[config.mk]
export PLATFORM = sky130hd
export DESIGN_NAME = interrupt_request_unit
export DESIGN_NICKNAME = d
export VERILOG_FILES = /design/src/rtl/interrupt_request_unit_pkg.sv /design/src/rtl/interrupt_request_unit_edge_detect.sv /design/src/rtl/interrupt_request_unit.sv
export SDC_FILE = /design/constraint.sdc
export NUM_CORES = 1
export LEC_CHECK = 0
export CAP_MARGIN = 20
export CORE_ASPECT_RATIO = 0.9
export CORE_MARGIN = 3
export CORE_UTILIZATION = 42
export CTS_CLUSTER_SIZE = 24
export DETAILED_ROUTE_END_ITERATION = 8
export PLACE_DENSITY = 0.85
export SLEW_MARGIN = 0
export SYNTH_ARGS = -nofsm -noshare
export SYNTH_HDL_FRONTEND = slang
export SYNTH_SLANG_ARGS = --single-unit
[constraint.sdc]
create_clock -name i_Clk -period 1.95 [get_ports i_Clk]
set_input_delay 0.2925 -clock i_Clk [delete_from_list [all_inputs] [get_ports i_Clk]]
set_output_delay 0.2925 -clock i_Clk [all_outputs]
set_load 0.05 [all_outputs]
[src/rtl/interrupt_request_unit_pkg.sv]
// Shared constants for the interrupt request unit: register addresses,
// source bit indices and the fill value for IF's unimplemented upper bits.
package interrupt_request_unit_pkg;

  localparam int          NUM_INT_SOURCES = 5;
  localparam logic [15:0] IF_REG_ADDR     = 16'hFF0F;
  localparam logic [15:0] IE_REG_ADDR     = 16'hFFFF;
  localparam logic [2:0]  IF_UNUSED_FILL  = 3'b111;

  typedef enum int {
    INT_VBLANK = 0,
    INT_STAT   = 1,
    INT_TIMER  = 2,
    INT_SERIAL = 3,
    INT_JOYPAD = 4
  } int_source_e;

endpackage

[src/rtl/interrupt_request_unit_edge_detect.sv]
// Rising-edge detector: flags bits that are high now but were low on the
// previous enabled clock.
module interrupt_request_unit_edge_detect #(
  parameter int WIDTH = 1
) (
  input  logic             i_Clk,
  input  logic             i_nRst,
  input  logic             i_Enable,
  input  logic [WIDTH-1:0] i_Level,
  output logic [WIDTH-1:0] o_Rise
);

  logic [WIDTH-1:0] prev_q;

  always_ff @(posedge i_Clk or negedge i_nRst) begin
    if (!i_nRst) begin
      prev_q <= '0;
    end else if (i_Enable) begin
      prev_q <= i_Level;
    end
  end

  assign o_Rise = i_Level & ~prev_q;

endmodule

[src/rtl/interrupt_request_unit.sv]
// Interrupt flag/enable registers with source edge capture and dispatch
// acknowledge; presents pending & enabled requests to the control unit.
module interrupt_request_unit
  import interrupt_request_unit_pkg::*;
#(
  parameter int          NUM_SOURCES = NUM_INT_SOURCES,
  parameter logic [15:0] IF_ADDR     = IF_REG_ADDR,
  parameter logic [15:0] IE_ADDR     = IE_REG_ADDR
) (
  input  logic                   i_Clk,
  input  logic                   i_nRst,
  input  logic                   i_Enable,
  input  logic [NUM_SOURCES-1:0] i_Sources,
  input  logic [15:0]            i_Address,
  input  logic [7:0]             i_Data,
  input  logic                   i_Write,
  input  logic                   i_Read,
  output logic [7:0]             o_Data,
  output logic                   o_Selected,
  output logic [NUM_SOURCES-1:0] o_Interrupts,
  input  logic                   i_Handle_Interrupt
);

  // Bit 0 wins, matching the control unit's vector encoding of o_Interrupts.
  function automatic logic [NUM_SOURCES-1:0] lowest_set(input logic [NUM_SOURCES-1:0] v);
    lowest_set = '0;
    for (int i = 0; i < NUM_SOURCES; i++) begin
      if (v[i] && (lowest_set == '0)) lowest_set[i] = 1'b1;
    end
  endfunction

  logic [NUM_SOURCES-1:0] if_q;
  logic [7:0]             ie_q;
  logic [NUM_SOURCES-1:0] src_rise;
  logic [0:0]             ack_rise;
  logic [NUM_SOURCES-1:0] pending;
  logic [NUM_SOURCES-1:0] ack_mask;
  logic [NUM_SOURCES-1:0] if_base;
  logic [NUM_SOURCES-1:0] if_next;
  logic [7:0]             if_rd;
  logic                   if_hit;
  logic                   ie_hit;

  interrupt_request_unit_edge_detect #(.WIDTH(NUM_SOURCES)) u_src_edge (
    .i_Clk    (i_Clk),
    .i_nRst   (i_nRst),
    .i_Enable (i_Enable),
    .i_Level  (i_Sources),
    .o_Rise   (src_rise)
  );

  interrupt_request_unit_edge_detect #(.WIDTH(1)) u_ack_edge (
    .i_Clk    (i_Clk),
    .i_nRst   (i_nRst),
    .i_Enable (i_Enable),
    .i_Level  (i_Handle_Interrupt),
    .o_Rise   (ack_rise)
  );

  assign if_hit   = (i_Address == IF_ADDR);
  assign ie_hit   = (i_Address == IE_ADDR);
  assign pending  = if_q & ie_q[NUM_SOURCES-1:0];
  assign ack_mask = ack_rise[0] ? lowest_set(pending) : '0;

  // A fresh source edge beats an ack clear, which beats a bus write.
  assign if_base = (i_Write && if_hit) ? i_Data[NUM_SOURCES-1:0] : if_q;
  assign if_next = (if_base & ~ack_mask) | src_rise;

  always_ff @(posedge i_Clk or negedge i_nRst) begin
    if (!i_nRst) begin
      if_q <= '0;
      ie_q <= '0;
    end else if (i_Enable) begin
      if_q <= if_next;
      if (i_Write && ie_hit) ie_q <= i_Data;
    end
  end

  assign if_rd = {{(8-NUM_SOURCES){IF_UNUSED_FILL[0]}}, if_q};

  always_comb begin
    o_Data = 8'h00;
    if (i_Read) begin
      if (if_hit)      o_Data = if_rd;
      else if (ie_hit) o_Data = ie_q;
    end
  end

  assign o_Selected   = if_hit || ie_hit;
  assign o_Interrupts = pending;

endmodule

* After elaboration in Yosys (flattened, before gate mapping)
Index checks and enable logic that the tools add are counted.
** Storage, ports and cells
- Register bits after elaboration :: 19
- Latch bits :: 0
- Memory bits (writable) :: 0
- Bits in read-only memories :: 0
- Output and inout bits :: 14
- Word-level logic and storage cells :: 36
- Memories kept :: 0
** Operators by class
- Add/subtract/negate cells :: 0
- $mul :: 0
- Div/mod/pow operators :: 0
- Magnitude comparators :: 0
- Equal/unequal tests :: 2
- Shift-type cells :: 0
- Muxes and demuxes :: 10
- Bitwise gates (word level) :: 9
- Reductions and logical operators :: 11
** Operators with widths (count)
- 16-bit equality test, second input constant :: 2
- 8-bit 2-to-1 mux :: 3
- 5-bit bitwise AND :: 3
- 5-bit 2-to-1 mux :: 2
- 5-bit NOT :: 2
- 1-bit logical AND :: 6
- 1-bit 2-to-1 mux :: 5
- 5-bit bitwise OR :: 1
- 4-bit logical NOT :: 1
- 3-bit logical NOT :: 1
- 2-bit logical NOT :: 1
- 1-bit NOT :: 2
- 2-bit AND reduction :: 1
- 1-bit bitwise AND :: 1
- 1-bit logical OR :: 1

* Logic depth before layout (Yosys ltp)
- Word-level depth :: 18
- Depth in mapped cells :: 5
- Gate-level depth less buffers :: 5

* Hierarchy
A second synthesis with hierarchy kept.
** Second synthesis, totals
- Cells, all modules :: 104
- Area total of the unflattened synthesis :: 1181.1 um^2
** Modules (own cells, without submodules)
- interrupt_request_unit :: times used 1, cells each 86, area each 922.1 um^2
- interrupt_request_unit_edge_detect (u_src_edge) :: times used 1, cells each 15, area each 212.7 um^2
- interrupt_request_unit_edge_detect (u_ack_edge) :: times used 1, cells each 3, area each 46.3 um^2

* Worst setup path after synthesis
No wires, ideal clock.
- Path type :: in2out
- From :: input i_Address[4]
- To :: output o_Data[0]
- Arrival :: 2019 ps
- Required time :: 1657 ps
- Slack :: -362 ps
- Cell stages on the path :: 4
- Cells stage by stage :: or4_4 nor4_4 a22oi_1 nor2b_1
** Between the ends
- Cells in the longest elaborated chain, start to end :: 4
- Elaborated cells on any way between the ends :: 5
- Those cells by class :: 2 x eq/ne; 3 x mux
** RTL lines
- from (decl) :: RTL line interrupt_request_unit.sv:14 : input logic [15:0] i_Address,
- 16-bit equality test :: RTL line interrupt_request_unit.sv:61 : assign ie_hit = (i_Address == IE_ADDR);
- 8-bit 2-to-1 mux :: RTL line interrupt_request_unit.sv:85 : else if (ie_hit) o_Data = ie_q;
- 8-bit 2-to-1 mux (*) :: RTL line interrupt_request_unit.sv:84 : if (if_hit) o_Data = if_rd;
- 8-bit 2-to-1 mux (*) :: RTL line interrupt_request_unit.sv:83 : if (i_Read) begin
- to (decl) :: RTL line interrupt_request_unit.sv:18 : output logic [7:0] o_Data,
Every way passes the cells marked *; elsewhere a longest branch is shown, timed or not.

* Final worst setup path
- From :: input i_Address[7]
- To :: output o_Data[4]
Same word-level chain as after synthesis.

==> out/results.ini <==
[synthesis]
syn_area_um2=1140
ys_seq_elements=19
synthFlopType=dfrtp_1
synthesis.nets=146
avgSynthCellArea_um2=10.3
synth_edf_count=0
synth.area.top_cells=dfrtp_1 (42%), mux2_2 (14%), nor2b_1 (4.9%), o2111ai_1 (3.8%), a22oi_1 (3.3%)
synth_common_cells=dfrtp_1 (19), mux2_2 (14), nand2_1 (9), nor2b_1 (9), inv_1 (6)
synth_top_cell_by_area=dfrtp_1
syn_inst=111
async_flop_share=1.00
yosysWarnings=0
synthDistinctLibCells=29
seq_area_frac_synth=0.417
synth.most_common_cell=dfrtp_1
netlist.area_leader.share=0.417

[timing]
worst_pin_slew_ns=0.299
hold_viol=0
fin_crit_sh=1.03
finalClockSkew_ns=0.00159
fmax_mhz=496
final_max_slew_viol_count=0
whs_ns=0.313
rsz0062_at_grt=yes
worst_slack_ns=-0.0658
fin_crit_ns=2.02
setup_viol=8
maxSlewHeadroom=0.800

[status]
violations=negative setup slack
status=finished, violations left

[route]
wl_per_cell_um=16.6
drt-met1-wl_um=1360
wl_um=3430
drtIter0Drc=26
firstDrtPassIters=4
drc=0
wl_met2_um=1810
dr_total_vias=1188
met3WireLength_um=171
viasPerCell=5.77
top_layer=met4
ant_nets=0

[worst_setup_path]
critical-path-top-delay-family=simple AND/OR/NAND/NOR gates
path_cells=buf_6 -> or4_4 -> nor4_4 -> buf_6 -> a22oi_2 -> nor2b_4 -> buf_12
critical-path-max-stage-delay_ns=0.55
cp-end-kind=output port
crit_buf_inv=3
crit_top_cell=buf_6
arrival_ns=1.72
start_kind=input port
crit_fanout=5
required_ns=1.66
slowest_stage=or4_4
worstSetupPathType=input port to output port

[floorplanning]
initial_core_util=0.454
row_count=17
core_um2=2510
pin_count=49
dieWidth_um=60.9
die_area_um2=3380
die_y_um=55.4

[clock_network]
htree_levels=1
cts.clk_slew.worst_paths_ns=0.10
numClockSinks=19
ctsRootBufferMaster=clkbuf_4
hold_buffers=0
clk_latency_ns=0.30
cts_tree=yes
numCtsBuffers=3
cts_buffer_depth=2

[final_layout]
antenna_cells=0
post_route_cells_drive_above_1_share=0.416
final_cells=206
nets=214
postLayoutCoreUtil=0.781
synthToLayoutAreaGrowth_pct=72.0

[placement]
pre_cts_slack_ns=-0.427
dp_hpwl_um=2810
post-place-cells=199
portBuffers=48
gp_congestion=0.886

[power_and_ir_drop]
swShare=0.237
leakage_nw=0.859
power_frac_clock=0.269
p_int_w=0.000574
peakVddDrop_mv=0.508
switching_power_w=0.000178
pwr-share-comb=0.183
pwr-share-seq=0.548
cellPowerDensity_nw_per_um2=383

[min_path]
hold_path.class=input port to asynchronous set/reset pin

[global_route]
grt_pass1_vias=1298
grt_max_degree=20
grt_pass1_wl_um=5890
grtUsageTotal=0.227
antenna_found_initial=0
grt_remaining_overflow=0

[flow_run]
cap_violations=0

cells in the final DEF (no fill, tap or decap):
| cell type | netlist | layout |
|---|---|---|
| a2111o_1 | 1 | 1 |
| a21boi_0 | 1 | 1 |
| a21oi_1 | 3 | 1 |
| a21oi_2 | 0 | 2 |
| a221o_1 | 1 | 1 |
| a22oi_2 | 0 | 5 |
| a31oi_1 | 2 | 2 |
| a41oi_1 | 2 | 2 |
| and2_1 | 3 | 3 |
| and2_2 | 1 | 1 |
| and3_1 | 1 | 1 |
| and4_1 | 1 | 1 |
| buf_12 | 0 | 9 |
| buf_2 | 0 | 1 |
| buf_4 | 0 | 21 |
| buf_6 | 0 | 4 |
| clkbuf_1 | 3 | 1 |
| clkbuf_2 | 0 | 1 |
| clkbuf_4 | 0 | 3 |
| clkdlybuf4s50_1 | 0 | 18 |
| dfrtp_1 | 19 | 19 |
| dlygate4sd2_1 | 0 | 12 |
| inv_1 | 6 | 6 |
| mux2_2 | 14 | 14 |
| nand2_1 | 9 | 9 |
| nand3_1 | 2 | 2 |
| nand3b_1 | 5 | 5 |
| nand4_1 | 5 | 5 |
| nor2b_1 | 9 | 1 |
| nor2b_4 | 0 | 8 |
| nor3_1 | 2 | 2 |
| nor4_2 | 1 | 1 |
| nor4_4 | 1 | 1 |
| o2111ai_1 | 5 | 5 |
| o211ai_1 | 2 | 2 |
| o21ai_0 | 4 | 4 |
| or2_2 | 1 | 1 |
| or3_4 | 1 | 1 |
| or4_4 | 1 | 1 |
cell type report:
cell class / instances / area [um2]
flip-flops and latches: 19 / 475
repair buffers: 66 / 678
multi-input cells: 83 / 723
clock buffers: 4 / 26.3
fillers: 182 / 549
inverters: 6 / 22.5
well taps: 28 / 35.0
per-layer routing:
layer	track usage	vias to the layer above
met5	0	-
met4	0.0588	0
met3	0.0444	15
met2	0.395	42
met1	0.277	569
li1	-	562
logic make-up (layout without fill, tap and decap cells):
kind of cell | count (synthesis) | after routing | synth area share
buffers and inverters | 9 | 76 | 0.0296
flip-flops | 19 | 19 | 0.417
AO/OA/AOI/OAI | 26 | 26 | 0.167
multiplexers | 14 | 14 | 0.138
AND/OR/NAND/NOR | 43 | 43 | 0.248
through the flow:
stage	power, W	instance area [um2]	TNS, ns
after global routing	0.000784	1960	-0.983
after floorplan	0.000462	1200	-0.0347
after CTS	0.000756	1960	-1.01
after global placement	0.000559	1890	-4.47
after detailed placement	0.000566	1890	-6.25
final	0.000752	1960	-0.325
path summary, 6_finish.rpt:
path,cells after the start,startpoint,slack (ns),endpoint
min in group i_Clk,1,u_src_edge.prev_q[0]$_DFFE_PN0P_,0.51,u_src_edge.prev_q[0]$_DFFE_PN0P_
worst max-delay path,7,i_Address[7],-0.07,o_Data[4]
worst min-delay path,2,i_nRst,0.31,u_src_edge.prev_q[0]$_DFFE_PN0P_
max in group asynchronous,2,i_nRst,1.44,if_q[4]$_DFFE_PN0P_
worst max register to register,4,if_q[2]$_DFFE_PN0P_,0.64,if_q[4]$_DFFE_PN0P_
worst min register to register,1,u_src_edge.prev_q[0]$_DFFE_PN0P_,0.51,u_src_edge.prev_q[0]$_DFFE_PN0P_
state kept, by name (all words and copies together), names as in the netlist:
signal,cells
ie_q,8
u_ack_edge.prev_q,1
u_src_edge.prev_q,5
if_q,5
timing repair:
action / 4_1_cts / 5_1_grt
endpoints found under the setup margin: 10 / 9
buffers inserted: 2 / 0
resized for setup: 37 / 2
pin swaps: 10 / 2
gates cloned: 1 / 0
power by group through the flow:
stage	combinational [W]	clock, W	sequential (W)
3_3_place_gp	0.000141	0	0.000418
2_1_floorplan	0.0000443	0	0.000418
3_5_place_dp	0.000146	0	0.000420
6_report	0.000138	0.000202	0.000412
5_1_grt	0.000150	0.000221	0.000413
4_1_cts	0.000138	0.000206	0.000412
Note: power is estimated with default switching activity, not from simulation.
